--- config.mk ---
export PLATFORM = sky130hd
export DESIGN_NAME = snax_csr_bank_flat
export DESIGN_NICKNAME = d
export VERILOG_FILES = /design/src/rtl/snax_csr_bank_pkg.sv /design/src/rtl/snax_csr_bank_if.sv /design/src/rtl/snax_csr_rsp_buf.sv /design/src/rtl/snax_csr_bank.sv /design/src/flat_wrapper.sv
export SDC_FILE = /design/constraint.sdc
export NUM_CORES = 1
export LEC_CHECK = 0
export ABC_AREA = 1
export BUFFER_PORTS_ARGS = -buffer_cell sky130_fd_sc_hd__buf_2
export CAP_MARGIN = 0
export CORE_AREA = 10 10 301 274
export CTS_CLUSTER_DIAMETER = 100
export DETAILED_ROUTE_END_ITERATION = 8
export DIE_AREA = 0 0 311 284
export GPL_TIMING_DRIVEN = 0
export HOLD_SLACK_MARGIN = 0.03
export PLACE_DENSITY = 0.52
export SLEW_MARGIN = 20
export SYNTH_ARGS = -nofsm -noshare
export SYNTH_HDL_FRONTEND = slang
export SYNTH_SLANG_ARGS = --single-unit
--- constraint.sdc ---
create_clock -name clk_i -period 3 [get_ports clk_i]
set_input_delay 0 -clock clk_i [delete_from_list [all_inputs] [get_ports clk_i]]
set_output_delay 0 -clock clk_i [all_outputs]
set_load 0.05 [all_outputs]
--- src/rtl/snax_csr_bank_pkg.sv ---
// Shared types and address-map helpers for the accelerator-side CSR bank.
package snax_csr_bank_pkg;

  typedef enum logic [0:0] {
    StIdle,
    StBusy
  } state_e;

  // Fixed CSRs sit directly above the read/write configuration block.
  function automatic logic [31:0] start_idx(int unsigned num_rw);
    return 32'(num_rw);
  endfunction

  function automatic logic [31:0] status_idx(int unsigned num_rw);
    return 32'(num_rw + 1);
  endfunction

  function automatic logic [31:0] cycles_idx(int unsigned num_rw);
    return 32'(num_rw + 2);
  endfunction

  function automatic logic [31:0] ro_base_idx(int unsigned num_rw);
    return 32'(num_rw + 3);
  endfunction

endpackage

--- src/rtl/snax_csr_bank_if.sv ---
// Simplified CSR request/response stream between the translator and a CSR bank.
interface snax_csr_bank_if;

  logic [31:0] req_data;
  logic [31:0] req_addr;
  logic        req_write;
  logic        req_valid;
  logic        req_ready;
  logic [31:0] rsp_data;
  logic        rsp_valid;
  logic        rsp_ready;

  modport master (
    output req_data, req_addr, req_write, req_valid, rsp_ready,
    input  req_ready, rsp_data, rsp_valid
  );

  modport slave (
    input  req_data, req_addr, req_write, req_valid, rsp_ready,
    output req_ready, rsp_data, rsp_valid
  );

endinterface

--- src/rtl/snax_csr_rsp_buf.sv ---
// Single-entry valid/ready response register with a 32-bit payload.
module snax_csr_rsp_buf (
  input  logic        clk_i,
  input  logic        rst_i,
  input  logic        in_valid_i,
  input  logic [31:0] in_data_i,
  output logic        in_ready_o,
  output logic        out_valid_o,
  output logic [31:0] out_data_o,
  input  logic        out_ready_i
);

  logic        valid_q;
  logic [31:0] data_q;

  // Refill in the same cycle the held entry drains.
  assign in_ready_o  = !valid_q || out_ready_i;
  assign out_valid_o = valid_q;
  assign out_data_o  = data_q;

  always_ff @(posedge clk_i) begin
    if (rst_i) begin
      valid_q <= 1'b0;
      data_q  <= '0;
    end else if (in_valid_i && in_ready_o) begin
      valid_q <= 1'b1;
      data_q  <= in_data_i;
    end else if (out_ready_i) begin
      valid_q <= 1'b0;
    end
  end

endmodule

--- src/rtl/snax_csr_bank.sv ---
// Accelerator CSR bank: shadow config registers, START commit, run tracking and
// registered read responses.
module snax_csr_bank
  import snax_csr_bank_pkg::*;
#(
  parameter int unsigned NumRwCsr = 8,
  parameter int unsigned NumRoCsr = 2
) (
  input  logic                  clk_i,
  input  logic                  rst_i,
  snax_csr_bank_if.slave        csr,
  output logic [32*NumRwCsr-1:0] acc_cfg_o,
  output logic                  acc_start_o,
  input  logic                  acc_done_i,
  input  logic [32*NumRoCsr-1:0] acc_ro_csr_i,
  output logic                  busy_o
);

  localparam logic [31:0] StartIdx  = start_idx(NumRwCsr);
  localparam logic [31:0] StatusIdx = status_idx(NumRwCsr);
  localparam logic [31:0] CyclesIdx = cycles_idx(NumRwCsr);
  localparam logic [31:0] RoBaseIdx = ro_base_idx(NumRwCsr);

  logic [NumRwCsr-1:0][31:0] shadow_q;
  logic [NumRwCsr-1:0][31:0] cfg_q;
  logic [31:0]               cycles_q;
  logic [31:0]               rdata;
  state_e                    state_q, state_d;
  logic                      start_q;
  logic                      launch;
  logic                      is_start;
  logic                      stall;
  logic                      buf_ready;
  logic                      accept;
  logic                      wr_en;
  logic                      rd_en;

  // A START write during a run is held off until the first idle cycle.
  assign is_start      = csr.req_addr == StartIdx;
  assign stall         = csr.req_write && is_start && (state_q == StBusy);
  assign csr.req_ready = !stall && buf_ready;
  assign accept        = csr.req_valid && csr.req_ready;
  assign wr_en         = accept && csr.req_write;
  assign rd_en         = accept && !csr.req_write;

  always_comb begin
    rdata = '0;
    for (int unsigned i = 0; i < NumRwCsr; i++) begin
      if (csr.req_addr == 32'(i)) rdata = shadow_q[i];
    end
    if (csr.req_addr == StatusIdx) rdata = {31'd0, state_q == StBusy};
    if (csr.req_addr == CyclesIdx) rdata = cycles_q;
    for (int unsigned i = 0; i < NumRoCsr; i++) begin
      if (csr.req_addr == RoBaseIdx + 32'(i)) rdata = acc_ro_csr_i[32*i +: 32];
    end
  end

  always_comb begin
    state_d = state_q;
    launch  = 1'b0;
    case (state_q)
      StIdle: begin
        if (wr_en && is_start) begin
          state_d = StBusy;
          launch  = 1'b1;
        end
      end
      StBusy: begin
        if (acc_done_i) state_d = StIdle;
      end
      default: state_d = StIdle;
    endcase
  end

  always_ff @(posedge clk_i) begin
    if (rst_i) begin
      state_q  <= StIdle;
      start_q  <= 1'b0;
      shadow_q <= '0;
      cfg_q    <= '0;
      cycles_q <= '0;
    end else begin
      state_q <= state_d;
      start_q <= launch;
      for (int unsigned i = 0; i < NumRwCsr; i++) begin
        if (wr_en && csr.req_addr == 32'(i)) shadow_q[i] <= csr.req_data;
      end
      if (launch) begin
        cfg_q    <= shadow_q;
        cycles_q <= '0;
      end else if (state_q == StBusy && cycles_q != '1) begin
        cycles_q <= cycles_q + 32'd1;
      end
    end
  end

  snax_csr_rsp_buf u_rsp_buf (
    .clk_i       (clk_i),
    .rst_i       (rst_i),
    .in_valid_i  (rd_en),
    .in_data_i   (rdata),
    .in_ready_o  (buf_ready),
    .out_valid_o (csr.rsp_valid),
    .out_data_o  (csr.rsp_data),
    .out_ready_i (csr.rsp_ready)
  );

  assign acc_cfg_o   = cfg_q;
  assign acc_start_o = start_q;
  assign busy_o      = state_q == StBusy;

endmodule

--- src/flat_wrapper.sv ---
// flat-port wrapper written by rule: the top's interface ports become plain ports
module snax_csr_bank_flat import snax_csr_bank_pkg::*;
#(
  parameter int unsigned NumRwCsr = 8,
  parameter int unsigned NumRoCsr = 2
)
  (clk_i, rst_i, acc_cfg_o, acc_start_o, acc_done_i, acc_ro_csr_i, busy_o, csr_req_data, csr_req_addr, csr_req_write, csr_req_valid, csr_rsp_ready, csr_req_ready, csr_rsp_data, csr_rsp_valid);
  snax_csr_bank_if csr_i ();
  input  logic clk_i;
  input  logic rst_i;
  output logic [32*NumRwCsr-1:0] acc_cfg_o;
  output logic acc_start_o;
  input  logic acc_done_i;
  input  logic [32*NumRoCsr-1:0] acc_ro_csr_i;
  output logic busy_o;
  input wire logic [$bits(csr_i.req_data)-1:0] csr_req_data;
  input wire logic [$bits(csr_i.req_addr)-1:0] csr_req_addr;
  input wire logic [$bits(csr_i.req_write)-1:0] csr_req_write;
  input wire logic [$bits(csr_i.req_valid)-1:0] csr_req_valid;
  input wire logic [$bits(csr_i.rsp_ready)-1:0] csr_rsp_ready;
  output wire logic [$bits(csr_i.req_ready)-1:0] csr_req_ready;
  output wire logic [$bits(csr_i.rsp_data)-1:0] csr_rsp_data;
  output wire logic [$bits(csr_i.rsp_valid)-1:0] csr_rsp_valid;
  assign csr_i.req_data = csr_req_data;
  assign csr_i.req_addr = csr_req_addr;
  assign csr_i.req_write = csr_req_write;
  assign csr_i.req_valid = csr_req_valid;
  assign csr_i.rsp_ready = csr_rsp_ready;
  assign csr_req_ready = csr_i.req_ready;
  assign csr_rsp_data = csr_i.rsp_data;
  assign csr_rsp_valid = csr_i.rsp_valid;
  snax_csr_bank #(.NumRwCsr(NumRwCsr), .NumRoCsr(NumRoCsr)) u_core (.clk_i(clk_i), .rst_i(rst_i), .csr(csr_i), .acc_cfg_o(acc_cfg_o), .acc_start_o(acc_start_o), .acc_done_i(acc_done_i), .acc_ro_csr_i(acc_ro_csr_i), .busy_o(busy_o));
endmodule
==> reports/results.ini <==
[route]
routed-via-count=22500
drt_wl_total_um=102000
viasPerCell=5.07
remaining_drc_errors=0
avgRoutedWirePerCell_um=22.9
ant_nets=0
drt_pass1_iterations=5
drt_iter0_markers=2176

[logic_synthesis]
yosysUniqueCellTypes=41
netlist_area_um2=22600
synth_simple_gate_area_share_pct=16.6
synth_fa_ha_area_share_pct=0.0554
syn-instance-count=2765
ys.flop_type=dfxtp_1
synth_compound_area_share_pct=24.1
synthMuxAreaShare_pct=0
synth_xor_area_share_pct=0.660
ys_top_cells_by_area=dfxtp_1 51%, a21oi_1 8.7%, a22o_1 7.4%, o21ai_0 7.2%, nand2_1 6.9%
synth_top_family_by_area=compound AO/OA/AOI/OAI gates
ys_warn_count=0
seq_area_frac_synth_pct=51.4
async_flop_share_pct=0
synth_top_area_share_pct=51.4
syn_avg_cell_area_um2=8.16
ys_ff_latch=579
synth-edff-count=0
synth_top_cell_by_area=dfxtp_1
syn_nets=2900

[worst_setup_path]
criticalPathCategory=input pin to flop
cp_cell_sequence=buf_2 -> nor2_1 -> nand2_1 -> nor2_1 -> nand2_2 -> nor2_8 -> inv_4 -> nor2_1 -> buf_2 -> a21oi_1 -> nand2_1 -> nand2_1 -> nand2_1 -> nand3_1 -> dlygate4sd3_1 -> a21oi_1
critPathTopFamily=simple AND/OR/NAND/NOR gates
worstPathArrival_ps=3440
slowest_stage=nor2_1
required_ps=3530
crit_buf_inv=4
start_kind=input pin
path_max_fanout=10
path_common_cell=nand2_1
critical_path.max_stage_delay_ps=760
end_kind=flop

[final_layout]
syn_to_final_growth_pct=29.9
final_cells=4443
final_cell_mix=579 x dfxtp_1, 466 x buf_2, 412 x nand2_1
layout_commonest_cell=dfxtp_1
drive_gt1_share_pct=19.4
nets=3500

[placement]
place_ws_ps=-204
numPortBuffers=424
place_inst=4218
dp_hpwl_um=79600
place.gp.congestion=0.939

[timing]
fin_ws_ps=97.4
report.final.slew_viol_count=0
setup_viol=0
fin_crit_sh_pct=96.8
fin_skew_ps=31.4
timing_worst_slew_pin_value_ps=983
hold_violations=0
fmax_ghz=0.345
fin_crit_ps=2900
whs_ps=107
maxSlewHeadroom_pct=34.2

[die]
die_area_um2=88300
fp-row-count=96
core-area_um2=75900
fp.dieW_um=311
boundaryPins=426
fp.dieH_um=284
initial_utilization_pct=29.7

[clocking]
clkSinkCount=579
cts-root-buf=clkbuf_16
ctsHtreeMaxLevel=3
cts_tree=done
cts_made_buffers=67
clock_path_buffers=3
path_clk_slew_ps=60
clock_latency_ps=640

[global_routing]
antenna_found_initial=5
overflow=0
track_usage_pct=21.8
grt_pass1_wl_um=146000
grt_pass1_vias=21500
grt_start_max_net_pins=14

[hold_path]
hold_path_class=input pin to flop

[power]
power_density_nw_per_um2=573
peakVddDrop_mv=0.340
power.leakage_nw=12.4

[job]
drv_cap=0

[run_status]
status=completed

## cell type report
type / count / area, um2
buffer: 199 / 911
tap: 1029 / 1290
timing repair buffer: 531 / 3190
multi-input combinational: 1795 / 9360
clock inverter: 20 / 295
sequential: 579 / 11600
inverter: 192 / 723
fill: 8003 / 46600
clock buffer: 94 / 1960
antenna: 4 / 10.0
## synthesized netlist by cell type (all sizes together) (3+ instances only)
master  instances
o21ai         332
a22o          191
nand4          53
a31oi           3
nor2          153
inv           190
nand2         414
xor2           16
buf            69
a21oi         401
dfxtp         579
nand3         159
nor4           13
or2            30
nor3           21
clkbuf        130
## timing repair
action / 4_1_cts / 5_1_grt
endpoints found under the setup margin: 0 / 28
resized for setup: 0 / 7
buffers inserted: 0 / 2
hold buffers: 105 / 0
hold endpoints to repair: 290 / 0
## kinds of logic (layout without fill, tap and decap cells)
| kind of cell | count (synthesis) | in the layout |
|---|---|---|
| AO/OA/AOI/OAI | 931 | 931 |
| AND/OR/NAND/NOR | 846 | 846 |
| flip-flops | 579 | 579 |
| buffers and inverters | 391 | 1036 |
| XOR/XNOR | 17 | 17 |
| adder cells (fa/ha/maj) | 1 | 1 |
| other | 0 | 4 |
## power breakdown
group / switching [mW] / internal, mW / total (mW)
logic: 0.362 / 0.193 / 0.555
clock network: 3.48 / 5.09 / 8.57
registers: 0.000310 / 7.69 / 7.69
total: 3.84 / 13.0 / 16.8
## worst register-to-register path, cell delays in order, from the launching register on
cell     delay, ps
dfxtp_1        400
ha_1           280
nand3_1        160
nor3_1         360
nor3b_2        320
nand2_1         90
nand2_1        190
nor2_1          90
nand3_1        120
nor2_1         100
nand2_1        180
nor2_1         110
nand2_1         90
xor2_1         160
nor2_1          50
## sequential cells by signal (all words and copies together), names as in the netlist
signal,cells
u_core.acc_cfg_o,256
u_core.u_rsp_buf.out_data_o,32
u_core.cycles_q,32
u_core.u_rsp_buf.out_valid_o,1
u_core.acc_start_o,1
u_core.shadow_q,256
u_core.busy_o,1
## layer usage
layer | part of all wire [%] | up-vias | global-route usage [%] | routed length [um]
met5 | 0.0098 | - | 0 | 10
met4 | 4.0 | 2 | 9.17 | 4050
met2 | 44 | 837 | 33.4 | 44600
met3 | 8.1 | 183 | 5.85 | 8240
li1 | - | 10700 | - | -
met1 | 44 | 10800 | 28.6 | 44900
## through the flow
step	util, %	cell area, um2	setup TNS (ps)	power [mW]
global route	38.6	29300	-4.06	17.2
detailed placement	34.2	26000	-5310	8.33
floorplan	-	22600	0	8.08
global placement	34.2	26000	-5680	8.33
finish	38.6	29300	0	16.8
CTS	38.6	29300	0	16.9
## path summary, 6_finish.rpt
path                                       startpoint                               to  slack (ps)  cells past startpoint
worst max-delay path                 csr_req_addr[29]  u_core.u_rsp_buf.out_data_o[11]         100                     16
worst min-delay path                       acc_done_i                    u_core.busy_o         110                      3
worst max register to register     u_core.cycles_q[0]              u_core.cycles_q[23]         210                     14
worst min register to register  u_core.acc_cfg_o[101]            u_core.acc_cfg_o[101]         450                      2
Power figures use the tool's default switching activity.
